## src/rtl/uart_led_cmd_pkg.sv

```systemverilog
// Shared types, ASCII constants and hex helpers for the UART LED command decoder.
package uart_led_cmd_pkg;

    typedef enum logic [2:0] {
        ST_IDLE,
        ST_H1,
        ST_H2,
        ST_T,
        ST_Q,
        ST_FLUSH,
        ST_REPLY
    } state_t;

    localparam logic [7:0] ASCII_CR = 8'h0D;
    localparam logic [7:0] ASCII_LF = 8'h0A;
    localparam logic [7:0] ASCII_L  = 8'h4C;
    localparam logic [7:0] ASCII_Q  = 8'h3F;
    localparam logic [7:0] ASCII_E  = 8'h45;
    localparam logic [7:0] ASCII_K  = 8'h4B;

    localparam int MAX_REPLY_LEN = 4;
    localparam int LEN_W         = $clog2(MAX_REPLY_LEN + 1);
    localparam int IDX_W         = $clog2(MAX_REPLY_LEN);

    function automatic logic [7:0] nibble_to_hex(input logic [3:0] n);
        return (n < 4'd10) ? (8'h30 + {4'h0, n}) : (8'h37 + {4'h0, n});
    endfunction

    // Returns {valid, value}; accepts 0-9, A-F and a-f.
    function automatic logic [4:0] hex_to_nibble(input logic [7:0] c);
        if (c >= 8'h30 && c <= 8'h39)
            return {1'b1, c[3:0]};
        else if ((c >= 8'h41 && c <= 8'h46) || (c >= 8'h61 && c <= 8'h66))
            return {1'b1, c[3:0] + 4'd9};
        else
            return 5'b0;
    endfunction

    function automatic logic is_term(input logic [7:0] c);
        return (c == ASCII_CR) || (c == ASCII_LF);
    endfunction

endpackage

```

## src/rtl/uart_reply_seq.sv

```systemverilog
// Reply message buffer: loaded with up to four bytes, streams them out over valid/ready.
module uart_reply_seq
    import uart_led_cmd_pkg::*;
(
    input  logic                           i_clk,
    input  logic                           i_rst_n,
    input  logic                           i_load,
    input  logic [LEN_W-1:0]               i_len,
    input  logic [MAX_REPLY_LEN-1:0][7:0]  i_bytes,
    input  logic                           i_tx_ready,
    output logic                           o_tx_valid,
    output logic [7:0]                     o_tx_data,
    output logic                           o_done
);

    logic [MAX_REPLY_LEN-1:0][7:0] r_buf;
    logic [LEN_W-1:0]              r_len;
    logic [IDX_W-1:0]              r_idx;
    logic                          r_valid;
    logic [7:0]                    r_data;
    logic                          w_fire;
    logic                          w_last;

    assign w_fire     = r_valid && i_tx_ready;
    assign w_last     = (LEN_W'(r_idx) + LEN_W'(1)) == r_len;
    assign o_done     = w_fire && w_last;
    assign o_tx_valid = r_valid;
    assign o_tx_data  = r_data;

    // The byte on o_tx_data only advances on a handshake, so it holds while stalled.
    always_ff @(posedge i_clk) begin
        if (!i_rst_n) begin
            r_buf   <= '0;
            r_len   <= '0;
            r_idx   <= '0;
            r_valid <= 1'b0;
            r_data  <= 8'h00;
        end else if (i_load) begin
            r_buf   <= i_bytes;
            r_len   <= i_len;
            r_idx   <= '0;
            r_valid <= 1'b1;
            r_data  <= i_bytes[0];
        end else if (w_fire) begin
            if (w_last) begin
                r_valid <= 1'b0;
            end else begin
                r_idx  <= r_idx + IDX_W'(1);
                r_data <= r_buf[r_idx + IDX_W'(1)];
            end
        end
    end

endmodule

```

## src/rtl/uart_led_cmd.sv

```systemverilog
// ASCII LED command parser ("Lhh", "?") with reply streaming and inter-byte timeout.
// Define UART_LED_CMD_ACK_EN to acknowledge successful L commands with "K\r\n".
module uart_led_cmd
    import uart_led_cmd_pkg::*;
#(
    parameter int CLK_HZ         = 27_000_000,
    parameter int N_LEDS         = 6,
    parameter int LED_ACTIVE_LOW = 1,
    parameter int TIMEOUT_MS     = 100
) (
    input  logic              i_clk,
    input  logic              i_rst_n,
    input  logic              i_rx_valid,
    input  logic [7:0]        i_rx_data,
    output logic              o_tx_valid,
    output logic [7:0]        o_tx_data,
    input  logic              i_tx_ready,
    output logic [N_LEDS-1:0] o_led,
    output logic              o_err
);

    localparam int TMO_CYCLES = CLK_HZ / 1000 * TIMEOUT_MS;
    localparam int TMO_W      = (TMO_CYCLES > 1) ? $clog2(TMO_CYCLES) : 1;
    localparam logic [N_LEDS-1:0] LED_OFF = (LED_ACTIVE_LOW != 0) ? {N_LEDS{1'b1}} : {N_LEDS{1'b0}};
    localparam logic [MAX_REPLY_LEN-1:0][7:0] MSG_ERR = {8'h00, ASCII_LF, ASCII_CR, ASCII_E};
`ifdef UART_LED_CMD_ACK_EN
    localparam logic [MAX_REPLY_LEN-1:0][7:0] MSG_ACK = {8'h00, ASCII_LF, ASCII_CR, ASCII_K};
`endif

    state_t                        r_state;
    state_t                        w_next;
    logic [N_LEDS-1:0]             r_led_val;
    logic [N_LEDS-1:0]             r_led_drv;
    logic [3:0]                    r_hi;
    logic [3:0]                    r_lo;
    logic [TMO_W-1:0]              r_tmo;
    logic                          r_err;
    logic                          w_is_hex;
    logic [3:0]                    w_nib;
    logic                          w_is_term;
    logic [7:0]                    w_val;
    logic [7:0]                    w_led8;
    logic                          w_in_range;
    logic                          w_timed;
    logic                          w_expire;
    logic                          w_fail;
    logic                          w_load;
    logic [LEN_W-1:0]              w_len;
    logic [MAX_REPLY_LEN-1:0][7:0] w_bytes;
    logic                          w_err_set;
    logic                          w_led_we;
    logic                          w_done;

    assign {w_is_hex, w_nib} = hex_to_nibble(i_rx_data);
    assign w_is_term  = is_term(i_rx_data);
    assign w_val      = {r_hi, r_lo};
    assign w_led8     = 8'(r_led_val);
    assign w_in_range = (w_val >> N_LEDS) == 8'd0;
    assign w_timed    = r_state inside {ST_H1, ST_H2, ST_T, ST_Q, ST_FLUSH};
    assign w_expire   = w_timed && (r_tmo == '0) && !i_rx_valid;
    assign o_led      = r_led_drv;
    assign o_err      = r_err;

    always_ff @(posedge i_clk) begin
        if (!i_rst_n)
            r_state <= ST_IDLE;
        else
            r_state <= w_next;
    end

    // A rejected terminator is equivalent to entering FLUSH and seeing it at once,
    // so it replies "E" directly instead of waiting for another terminator.
    always_comb begin
        w_next    = r_state;
        w_fail    = 1'b0;
        w_load    = 1'b0;
        w_len     = '0;
        w_bytes   = '0;
        w_err_set = 1'b0;
        w_led_we  = 1'b0;
        case (r_state)
            ST_IDLE: if (i_rx_valid) begin
                if (i_rx_data == ASCII_L)      w_next = ST_H1;
                else if (i_rx_data == ASCII_Q) w_next = ST_Q;
                else if (!w_is_term)           w_fail = 1'b1;
            end
            ST_H1: if (i_rx_valid) begin
                if (w_is_hex) w_next = ST_H2;
                else          w_fail = 1'b1;
            end
            ST_H2: if (i_rx_valid) begin
                if (w_is_hex) w_next = ST_T;
                else          w_fail = 1'b1;
            end
            ST_T: if (i_rx_valid) begin
                if (w_is_term && w_in_range) begin
                    w_led_we = 1'b1;
`ifdef UART_LED_CMD_ACK_EN
                    w_load  = 1'b1;
                    w_len   = LEN_W'(3);
                    w_bytes = MSG_ACK;
                    w_next  = ST_REPLY;
`else
                    w_next  = ST_IDLE;
`endif
                end else begin
                    w_fail = 1'b1;
                end
            end
            ST_Q: if (i_rx_valid) begin
                if (w_is_term) begin
                    w_load  = 1'b1;
                    w_len   = LEN_W'(4);
                    w_bytes = {ASCII_LF, ASCII_CR, nibble_to_hex(w_led8[3:0]), nibble_to_hex(w_led8[7:4])};
                    w_next  = ST_REPLY;
                end else begin
                    w_fail = 1'b1;
                end
            end
            ST_FLUSH: if (i_rx_valid) w_fail = 1'b1;
            ST_REPLY: begin
                if (i_rx_valid) w_err_set = 1'b1;
                if (w_done)     w_next    = ST_IDLE;
            end
            default: w_next = ST_IDLE;
        endcase
        if (w_fail) begin
            if (w_is_term) begin
                w_load    = 1'b1;
                w_len     = LEN_W'(3);
                w_bytes   = MSG_ERR;
                w_err_set = 1'b1;
                w_next    = ST_REPLY;
            end else begin
                w_next = ST_FLUSH;
            end
        end
        if (w_expire) begin
            w_next    = ST_IDLE;
            w_err_set = 1'b1;
        end
    end

    // Any received byte reloads the timer, so a byte arriving on the expiry cycle wins.
    always_ff @(posedge i_clk) begin
        if (!i_rst_n) begin
            r_led_val <= '0;
            r_led_drv <= LED_OFF;
            r_hi      <= 4'h0;
            r_lo      <= 4'h0;
            r_tmo     <= '0;
            r_err     <= 1'b0;
        end else begin
            r_err <= w_err_set;
            if (w_led_we) begin
                r_led_val <= w_val[N_LEDS-1:0];
                r_led_drv <= (LED_ACTIVE_LOW != 0) ? ~w_val[N_LEDS-1:0] : w_val[N_LEDS-1:0];
            end
            if (i_rx_valid && w_is_hex && r_state == ST_H1) r_hi <= w_nib;
            if (i_rx_valid && w_is_hex && r_state == ST_H2) r_lo <= w_nib;
            if (i_rx_valid)
                r_tmo <= TMO_W'(TMO_CYCLES - 1);
            else if (w_timed && r_tmo != '0)
                r_tmo <= r_tmo - TMO_W'(1);
        end
    end

    uart_reply_seq u_reply (
        .i_clk      (i_clk),
        .i_rst_n    (i_rst_n),
        .i_load     (w_load),
        .i_len      (w_len),
        .i_bytes    (w_bytes),
        .i_tx_ready (i_tx_ready),
        .o_tx_valid (o_tx_valid),
        .o_tx_data  (o_tx_data),
        .o_done     (w_done)
    );

endmodule

```

## config.mk

```make
export PLATFORM = sky130hd
export DESIGN_NAME = uart_led_cmd
export DESIGN_NICKNAME = d
export VERILOG_FILES = /design/src/rtl/uart_led_cmd_pkg.sv /design/src/rtl/uart_reply_seq.sv /design/src/rtl/uart_led_cmd.sv
export SDC_FILE = /design/constraint.sdc
export NUM_CORES = 1
export LEC_CHECK = 0
export BUFFER_PORTS_ARGS = -buffer_cell sky130_fd_sc_hd__clkbuf_2
export CELL_PAD_IN_SITES_DETAIL_PLACEMENT = 0
export CELL_PAD_IN_SITES_GLOBAL_PLACEMENT = 2
export CORE_MARGIN = 2
export CORE_UTILIZATION = 36
export DETAILED_ROUTE_END_ITERATION = 16
export PLACE_DENSITY = 0.75
export SLEW_MARGIN = 20
export SYNTH_ARGS = -nofsm -noshare
export SYNTH_HDL_FRONTEND = slang
export SYNTH_SLANG_ARGS = --single-unit
```

## constraint.sdc

```tcl
create_clock -name i_clk -period 3.2 [get_ports i_clk]
set_input_delay 0.32 -clock i_clk [delete_from_list [all_inputs] [get_ports i_clk]]
set_output_delay 0.32 -clock i_clk [all_outputs]
set_load 0.02 [all_outputs]
```

==> results.md <==
* Status: complete, no violations
* Grt peak-use layer: met2
* Leakage at 1.48 nW
* Count leader, synth: dfxtp_1
* CP bufs+invs at 0
* TritonCTS Buffers at 9
* Met3 Usage GRT at 0.0363
* Post-Syn Area per Cell at between 8 and 9 µm²
* Synth cell types at 56
* VDD IR-drop max at 0.000246 V
* PD cells at 536 mW/mm²
* Via-to-Cell Ratio at between 5 and 6
* DRT Pass-1 Iters at 4
* GR Util met2 at 0.282
* Post-Route Setup TNS at 0 ns
* Clock latency on the worst-skew pair at about 0.35 ns
* CP startpoint kind: flip-flop
* Post-detailed-route count of antenna-violating nets at 0
* Worst slew pin tran at 0.952 ns
* Post-synth EDFFs at 0
* IO buf count at 26
* Fill cell count at between 900 and 1000
* GRT Total Usage at 0.171
* N_diodes at 0
* Worst hold path type: input port to flip-flop
* Number of global-route vias before repair at 2874
* Sequential area share after synthesis at 0.393
* Nets at 461
* Largest net degree at the start of global routing at 46
* Critical Path AT at 2.87 ns
* Family with the most delay on the worst path: simple AND/OR/NAND/NOR gates
* Critical path, cell by cell: ha_1, or3b_2, a21oi_1, o21ai_0, nor4b_1, o211ai_1, a311oi_1
* CTS root buf: clkbuf_8
* H-tree levels at 3
* Post-route minimum period at between 2 and 3 ns
* Maximum clock frequency at 0.381 GHz
* Die H at slightly above 100 µm
* Synth Warn # at 0
* Post-Synthesis Cells at 419
* Vias at a little under 3000
* Syn nets at between 400 and 500
* WP data required at around 3.4 ns
* Skew final at 0.0146 ns
* DRT iter0 DRCs at 144
* Core box area at 0.00928 mm²
* Starting density of the core at 0.373
* Routed wire length at 8260 µm
* Placer congestion estimate at 0.816
* DP HPWL at 5850 µm
* Layout cell share with drive strength beyond 1 at 0.146
* CTS tree: yes
* WS Path Type: flip-flop to flip-flop
* Unrepaired setup endpoints after global routing: false
* Rel. slew slack at 0.363
* Top cell type's share of synthesized area at 0.393
* Critical-path top delay cell: nor4b_1
* Post-synthesis cell area at approximately 0.0035 mm²
* Max incr delay on CP at 0.54 ns
* First-pass GRT wire length at 13900 µm
* M1 GR Usage at 0.224
* Max-slew violations at 0
* Final WS setup at 0.576 ns
* Full die area at 0.0104 mm²
* Drt wl/cell at 14.4 µm
* Max-cap viol count at 0
* Top FF cell, synth: dfxtp_1
* Asr flop ratio synth at 0
* Core Rows at 35
* Cts repair resizes at 0
* Synthesized flop and latch total at 68
* Hold Buf Count CTS at 0
* Synth area leaders: dfxtp_1, a21oi_1, nor2_1
* Initial antenna violation count at 0
* Crit. End Element: flip-flop
* Die Span X at between 100 and 150 µm
* Top-Level Pins at 28
* Final hold vios at 0
* Setup Fix Bufs, Post-CTS at 0
* Reg clk slew, reported paths at 0.08 ns
* Leading area contributor after synthesis: dfxtp_1
* Clock sinks at 68
* Aggregate global routing overflow at 0
* Layout area overhead at 13.4%
* Crit path max fanout at 4
* DRC violations left at 0
* Dpl ws at 0.548 ns
* Final worst-path cycle share at 0.820
* Commonest cells post-synth: dfxtp_1, nor2_1, a21oi_1
* Setup violators final at 0
* Max clock buf depth at 2
## per-stage QoR
step / std cells / hold slack (ns) / utilization / area (µm²) / total power [W]
finish: 574 / 0.308 / 0.423 / 3930 / 0.00210
CTS: 574 / 0.294 / 0.423 / 3930 / 0.00213
global route: 574 / 0.326 / 0.423 / 3930 / 0.00222
detailed placement: 558 / 0.450 / 0.400 / 3720 / 0.00137
floorplan: 419 / 0.433 / - / 3460 / 0.00128
global placement: 558 / 0.442 / 0.400 / 3720 / 0.00138
## registers in the layout, indices dropped and copies added, names as in the netlist
register	flops
o_err	1
o_led	6
r_hi	4
r_led_val	6
r_lo	4
r_state	3
r_tmo	22
u_reply.o_tx_data	7
u_reply.o_tx_valid	1
u_reply.r_buf	11
u_reply.r_idx	2
u_reply.r_len	1
## cell type report
cell class | instances | area (µm²) | area share
clock inverters | 5 | 60.1 | 0.0153
repair buffers | 33 | 183 | 0.0465
multi-input cells | 319 | 1980 | 0.503
clock buffers | 11 | 151 | 0.0385
well taps | 129 | 161 | 0.0411
inverters | 9 | 33.8 | 0.00860
flip-flops and latches | 68 | 1360 | 0.347
## worst register-to-register path, stage by stage (launching register included)
cell	delay (ns)
dfxtp_1	0.32
ha_1	0.30
or3b_2	0.46
a21oi_1	0.28
o21ai_0	0.18
nor4b_1	0.54
o211ai_1	0.17
a311oi_1	0.29
## per-layer routing
layer	vias up	wire, µm
met5	-	0
met4	0	89
met3	9	271
met2	42	3750
met1	1340	4150
li1	1538	-
## cell families after synthesis
kind of cell    Yosys count  synth area share
compound gates           99             0.168
xor+xnor                 25            0.0632
fa+ha+maj                 9            0.0325
buf+inv                  32            0.0361
flops                    68             0.393
mux                      21            0.0665
other cells               1           0.00108
simple gates            164             0.240
## layout by cell type (no fill, tap or decap), types with 5 or more instances in the layout
| master | instances |
|---|---|
| o21ai_0 | 23 |
| dfxtp_1 | 68 |
| a21oi_1 | 44 |
| mux2i_1 | 14 |
| nand4_1 | 5 |
| xor2_1 | 12 |
| clkbuf_2 | 26 |
| nor3_1 | 12 |
| nand3b_1 | 5 |
| mux2_2 | 6 |
| nor4_1 | 8 |
| inv_1 | 7 |
| clkbuf_8 | 11 |
| nand3_1 | 8 |
| o211ai_1 | 7 |
| nand2_1 | 43 |
| xnor2_1 | 13 |
| nor2b_1 | 6 |
| ha_1 | 9 |
| buf_4 | 7 |
| nor2_1 | 45 |
| or3_1 | 6 |
## power breakdown
group	leakage [nW]	total, W	internal (W)	switching [W]
Sequential	0.553	0.000951	0.000885	0.0000657
Clock	0.106	0.000747	0.000404	0.000343
Combinational	0.819	0.000406	0.000174	0.000231
## worst paths after layout
kind	startpoint	end	slack (ns)	cells past startpoint
setup reg to reg	u_reply.r_idx[0]	r_state[0]	0.58	7
hold reg to reg	u_reply.r_buf[0]	u_reply.r_buf[0]	0.46	2
hold / removal	i_tx_ready	u_reply.o_tx_valid	0.31	4
setup / recovery	u_reply.r_idx[0]	r_state[0]	0.58	7
Note: power is estimated with default switching activity, not from simulation.
